File: config.mk
export PLATFORM = sky130hd
export DESIGN_NAME = instr_fetch
export DESIGN_NICKNAME = d
export VERILOG_FILES = /design/src/rtl/instr_fetch_pkg.sv /design/src/rtl/fetch_timer.sv /design/src/rtl/instr_fetch.sv
export SDC_FILE = /design/constraint.sdc
export NUM_CORES = 1
export LEC_CHECK = 0
export CORE_AREA = 2 2 83 85
export DETAILED_ROUTE_END_ITERATION = 16
export DIE_AREA = 0 0 85 87
export PLACE_DENSITY = 0.82
export RECOVER_POWER = 25
export SETUP_SLACK_MARGIN = 0.1
export SLEW_MARGIN = 10
export SYNTH_ARGS = -nofsm -noshare
export SYNTH_HDL_FRONTEND = slang
export SYNTH_SLANG_ARGS = --single-unit
File: constraint.sdc
create_clock -name clk -period 1.93 [get_ports clk]
set_input_delay 0.2895 -clock clk [delete_from_list [all_inputs] [get_ports clk]]
set_output_delay 0.2895 -clock clk [all_outputs]
set_load 0.01 [all_outputs]
File: src/rtl/instr_fetch_pkg.sv
// instr_fetch_pkg: shared widths and FSM state encoding for the fetch controller.
package instr_fetch_pkg;
    localparam int ADDR_W = 16;
    localparam int DATA_W = 16;
    typedef enum logic [2:0] {IDLE, REQ, WAIT, HOLD, DRAIN} state_t;
endpackage

File: src/rtl/fetch_timer.sv
// fetch_timer: saturating wait counter; expired flags the TIMEOUT-th enabled cycle.
module fetch_timer #(
    parameter int TIMEOUT = 255
) (
    input  logic clk,
    input  logic reset,
    input  logic clear,
    input  logic enable,
    output logic expired
);
    localparam int W = $clog2(TIMEOUT + 1);
    logic [W-1:0] count;
    always_ff @(posedge clk) begin
        if (reset || clear)
            count <= '0;
        else if (enable && count != W'(TIMEOUT))
            count <= count + 1'b1;
    end
    assign expired = enable && count >= W'(TIMEOUT - 1);
endmodule

File: src/rtl/instr_fetch.sv
// instr_fetch: single-outstanding instruction fetch controller between PC and memory.
module instr_fetch
    import instr_fetch_pkg::*;
#(
    parameter int TIMEOUT = 255
) (
    input  logic              clk,
    input  logic              reset,
    input  logic              fetch_en,
    input  logic [ADDR_W-1:0] pc_value,
    output logic              pc_inc,
    output logic              pc_load,
    output logic [ADDR_W-1:0] pc_in,
    output logic              mem_rd_en,
    output logic [ADDR_W-1:0] mem_addr,
    input  logic [DATA_W-1:0] mem_rdata,
    input  logic              mem_rvalid,
    input  logic              redirect_valid,
    input  logic [ADDR_W-1:0] redirect_addr,
    output logic [DATA_W-1:0] instr,
    output logic [ADDR_W-1:0] instr_addr,
    output logic              instr_valid,
    input  logic              instr_ready,
    output logic              fetch_err
);
    state_t state, next;
    logic [ADDR_W-1:0] fetch_addr;
    logic timer_en, timer_clr, expired;

    fetch_timer #(.TIMEOUT(TIMEOUT)) u_timer (
        .clk    (clk),
        .reset  (reset),
        .clear  (timer_clr),
        .enable (timer_en),
        .expired(expired)
    );

    always_comb begin
        pc_load     = redirect_valid;
        pc_in       = redirect_valid ? redirect_addr : '0;
        pc_inc      = state == WAIT && mem_rvalid && !redirect_valid;
        mem_rd_en   = state == REQ && !redirect_valid;
        mem_addr    = mem_rd_en ? pc_value : '0;
        instr_valid = state == HOLD;
        timer_en    = state == WAIT || state == DRAIN;
        timer_clr   = !timer_en || (state == WAIT && redirect_valid);
        next        = state;
        case (state)
            IDLE:    next = fetch_en ? REQ : IDLE;
            REQ:     next = redirect_valid ? REQ : WAIT;
            // a response landing with the redirect has already retired the read
            WAIT:    next = redirect_valid ? (mem_rvalid ? REQ : DRAIN) :
                            mem_rvalid ? HOLD : expired ? IDLE : WAIT;
            HOLD:    next = redirect_valid ? REQ :
                            instr_ready ? (fetch_en ? REQ : IDLE) : HOLD;
            DRAIN:   next = mem_rvalid ? REQ : expired ? IDLE : DRAIN;
            default: next = IDLE;
        endcase
    end

    always_ff @(posedge clk) begin
        if (reset) begin
            state      <= IDLE;
            fetch_addr <= '0;
            instr      <= '0;
            instr_addr <= '0;
            fetch_err  <= 1'b0;
        end else begin
            state <= next;
            if (state == REQ)
                fetch_addr <= pc_value;
            if (pc_inc) begin
                instr      <= mem_rdata;
                instr_addr <= fetch_addr;
            end
            // only a timer expiry leaves WAIT/DRAIN for IDLE
            if (timer_en && next == IDLE)
                fetch_err <= 1'b1;
        end
    end
endmodule

==> results <==
- The run finished with clean final reports.
- The CTS H-tree depth is 3.
- The area of the die is 7400 um^2.
- For this block, the initial DRC count from the detailed router was 58.
- Measured on the finished design, the core utilization comes to around three fifths.
- Of the synthesized area, sequential elements account for 46.1%.
- The number of antenna violations at the first check in global routing is 0.
- The synthesized design contains 0 enable-type register cells.
- For this design the ratio of total power to cell area is 658 nW/um^2.
- In this run the worst path has a maximum fanout of 6.
- The length in cells of the worst reg-to-reg path is 5.
- The die height is approximately 87 um.
- STA puts the critical path data arrival time at 1550 ps.
- Detailed placement finished with a half-perimeter wire length of 4960 um.
- In the global route stage, overall resource usage came out at around a fifth.
- The worst register-to-register path ends at u_timer.count[7].
- The largest clock skew in the final design is just under 4 ps.
- The cell row count is 30.
- For met1 alone, demand over resource in global routing was 21.5%.
- Clock tree synthesis found a total of 60 sinks.
- Clock tree synthesis inserted a total of 9 buffers.
- The area inside the core boundary is between 6000 and 7000 um^2.
- The startpoint class of the critical path is a register.
- The count of cell types in the netlist is 35.
- The hold violation count in the final report is 0.
- The count of inserted antenna diode cells is 0.
- Of the available clock period, the critical path in the final layout requires 95.3%.
- The total power consumption of the routed design is between 2 and 3 mW.
- In the routed layout, each cell is associated on average with a via count of just under 5.
- The summed area of non-filler cells in the final layout is 4050 um^2.
- Setup violations remaining at the end of the flow were counted as 0.
- The mean instance size in the synthesized netlist is a little under 8 um^2.
- Once placement finished, the instance area stood at slightly below 4000 um^2.
- The maximum vdd drop is about 0.50 mV.
- The tool flagged a number of max-cap violations equal to 0.
- The met2 track demand over resource is roughly 34%.
- For this run, the top clock speed supported by timing is roughly 0.54 GHz.
- The synthesized design contains 60 register bits.
- The residual DRC count is 0.
- The global-route layer with the greatest usage is met2.
- The width of the die is around 85 um.
- The required time at the worst-slack endpoint is around 1600 ps.
- Once detail routing completed, the nets flagged for antenna violations numbered 0.
- The number of global-route vias before repair is around 2500.
- The initial utilization of the core area, before any placement, comes to between 30% and 40%.
- The cell sitting at the root of the clock tree is a sky130_fd_sc_hd__clkbuf_8.
- Clock-pin slew was measured on the worst setup and hold paths at 70 ps.
- The number of hold buffers added after CTS was 0.
- For the pin with the worst max-slew slack, the measured transition is around 890 ps.
- The number of iterations in the first detailed-routing pass is 4.
- 123 I/O pins were placed.
- The wire length of the first global-routing pass is between 10000 and 15000 um.
- The most instantiated flip-flop cell in the synthesis netlist is sky130_fd_sc_hd__dfxtp_1.
- STA classifies the critical path endpoint as a primary output.
- TritonCTS built the clock tree.
- The number of slew-limit violations in the final report is 0.
- The number of stages on the worst hold path is 2.
- Setup repair after global routing could not meet its margin everywhere.
- At the later pin of the worst-skew pair, clock insertion delay measures 330 ps.
- The warning count from the yosys run is 0.
- Routability-driven placement finished with a final weighted congestion of 0.830.
- For the finished layout, the period the worst path requires is between 1500 and 2000 ps.
- Setup slack on the worst reg-to-reg path comes out at 160 ps.
- The type of the worst setup path is reg2out.
- Cells with a size suffix above 1 make up a little over an eighth of the layout.
- The count of buffers from port buffering is roughly 120.
- Compared with the post-synthesis result, the final layout area differs by 55.3%.
- The end point of the worst hold path is state[1].
- The total vias in the final route is between 2000 and 3000.
- The pin count of the biggest net entering global routing is 50.
- In this run the most critical hold path is launched from reset.
- The leakage power is 1.52 nW.
- The worst reg2reg path startpoint is state[1].
- For this run the aggregate overflow at the end of global routing stands at 0.
- The met3 layer usage reported by global route is approximately 5.2%.
- The detailed-route wire length per cell is around 13 um.
- The mapped cell area is 2610 um^2.
- The synthesized instance count is between 300 and 400.
- On the final layout, the worst hold slack is roughly 210 ps.
- Of all flip-flops after synthesis, the portion carrying an async set or reset was 0%.
- Summed over all layers, the routed wires come to between 7000 and 8000 um.
- The clock passes through at most 2 buffers.
- The number of nets handed over by synthesis was between 300 and 400.
- In this run the tightest slew margin relative to its limit is between 40% and 50%.
- For this run, the post-layout net count is between 500 and 600.
- The class of the tightest hold or removal check is in2reg.
## state kept, by name, summed over array words and instances (netlist names)
name / count
fetch_addr: 16
fetch_err: 1
instr: 16
instr_addr: 16
state: 3
u_timer.count: 8
## worst max-delay path: stages (launching register included)
cell and delay (ps):
sky130_fd_sc_hd__dfxtp_1 410, sky130_fd_sc_hd__buf_6 150, sky130_fd_sc_hd__and2b_2 220, sky130_fd_sc_hd__and2_1 150, sky130_fd_sc_hd__dlygate4sd2_1 280
## kinds of logic (layout without fill, tap and decap cells)
group / after synthesis / in the layout / share of synthesized area, %
buf+inv: 29 / 157 / 5.14
simple gates: 174 / 174 / 31.9
mux: 2 / 2 / 0.768
compound gates: 68 / 68 / 14.2
flops: 60 / 60 / 46.1
fa+ha+maj: 2 / 2 / 0.960
xor+xnor: 2 / 2 / 0.960
## worst max path at each step
stage,startpoint,end,slack [ps],depth (start not counted)
2_1_floorplan,state[0],mem_addr[10],170,5
3_3_place_gp,redirect_valid,mem_addr[1],-220,5
3_5_place_dp,redirect_valid,mem_addr[13],-260,5
4_1_cts,state[1],mem_addr[13],30,7
5_1_grt,state[2],mem_addr[13],50,7
6_report,state[2],instr_valid,90,4
## report_power, final
| part | switching, mW | internal [mW] | total, mW | leakage [nW] |
|---|---|---|---|---|
| Clock | 0.486 | 0.502 | 0.988 | 0.0855 |
| Combinational | 0.167 | 0.218 | 0.385 | 0.950 |
| Sequential | 0.0182 | 1.27 | 1.29 | 0.486 |
## cell usage in the layout (no fill, tap or decap), types with 3 or more instances in the layout
cell type,n
sky130_fd_sc_hd__nor2b_1,3
sky130_fd_sc_hd__buf_2,17
sky130_fd_sc_hd__nand3_1,5
sky130_fd_sc_hd__clkbuf_8,10
sky130_fd_sc_hd__clkdlybuf4s50_1,86
sky130_fd_sc_hd__dfxtp_1,59
sky130_fd_sc_hd__buf_6,3
sky130_fd_sc_hd__dlygate4sd3_1,15
sky130_fd_sc_hd__or3_1,4
sky130_fd_sc_hd__nor4_1,3
sky130_fd_sc_hd__a21oi_1,54
sky130_fd_sc_hd__o21ai_0,5
sky130_fd_sc_hd__buf_4,12
sky130_fd_sc_hd__o31ai_1,3
sky130_fd_sc_hd__dlygate4sd2_1,3
sky130_fd_sc_hd__and2_1,33
sky130_fd_sc_hd__nor2_1,4
sky130_fd_sc_hd__inv_1,3
sky130_fd_sc_hd__nand2_1,101
sky130_fd_sc_hd__or4_1,3
## area by class of cell
type / count / area (um^2)
Clock buffer: 11 / 141
Clock inverter: 5 / 37.5
Fill cell: 568 / 2520
Inverter: 4 / 15.0
Multi-Input combinational cell: 248 / 1300
Sequential cell: 60 / 1200
Tap cell: 80 / 100
Timing Repair Buffer: 137 / 1250
## through the flow
stage / setup WS [ps] / setup TNS [ps] / instances
global placement: -219 / -3970 / 527
floorplan: 168 / 0 / 337
finish: 91.4 / 0 / 545
detailed placement: -264 / -5150 / 527
CTS: 34.9 / 0 / 546
global route: 46.9 / 0 / 545
## routing by layer
| metal | vias up | wire (um) | share of wire, % |
|---|---|---|---|
| li1 | 1356 | - | - |
| met1 | 1239 | 2970 | 42 |
| met2 | 70 | 3560 | 50 |
| met3 | 11 | 409 | 5.8 |
| met4 | 0 | 151 | 2.1 |
| met5 | - | 0 | 0 |
## cells in the mapped netlist, types with 2 or more instances
cell type / count / area share (%)
sky130_fd_sc_hd__nand2_1: 102 / 15
sky130_fd_sc_hd__dfxtp_1: 60 / 46
sky130_fd_sc_hd__a21oi_1: 54 / 10
sky130_fd_sc_hd__and2_1: 34 / 8.2
sky130_fd_sc_hd__clkbuf_1: 17 / 2.4
sky130_fd_sc_hd__nor2_1: 6 / 0.86
sky130_fd_sc_hd__buf_2: 5 / 0.96
sky130_fd_sc_hd__nand3_1: 5 / 0.96
sky130_fd_sc_hd__o21ai_0: 5 / 0.96
sky130_fd_sc_hd__or3_1: 5 / 1.2
sky130_fd_sc_hd__inv_1: 3 / 0.43
sky130_fd_sc_hd__nor2b_1: 3 / 0.72
sky130_fd_sc_hd__nor4_1: 3 / 0.72
sky130_fd_sc_hd__o31ai_1: 3 / 0.86
sky130_fd_sc_hd__or4_1: 3 / 0.86
sky130_fd_sc_hd__a22oi_1: 2 / 0.58
sky130_fd_sc_hd__and2b_2: 2 / 0.67
sky130_fd_sc_hd__and3_1: 2 / 0.48
sky130_fd_sc_hd__buf_6: 2 / 0.86
sky130_fd_sc_hd__ha_1: 2 / 0.96
sky130_fd_sc_hd__mux2i_1: 2 / 0.77
sky130_fd_sc_hd__nand2b_1: 2 / 0.48
sky130_fd_sc_hd__nor3_1: 2 / 0.38
sky130_fd_sc_hd__o32ai_1: 2 / 0.67
## repair_timing
item	in CTS	in global routing
endpoints found under the setup margin	36	25
buffers inserted	3	0
pin swaps	3	3
resized for setup	76	8
No activity file was read; power rests on OpenSTA's default activity.
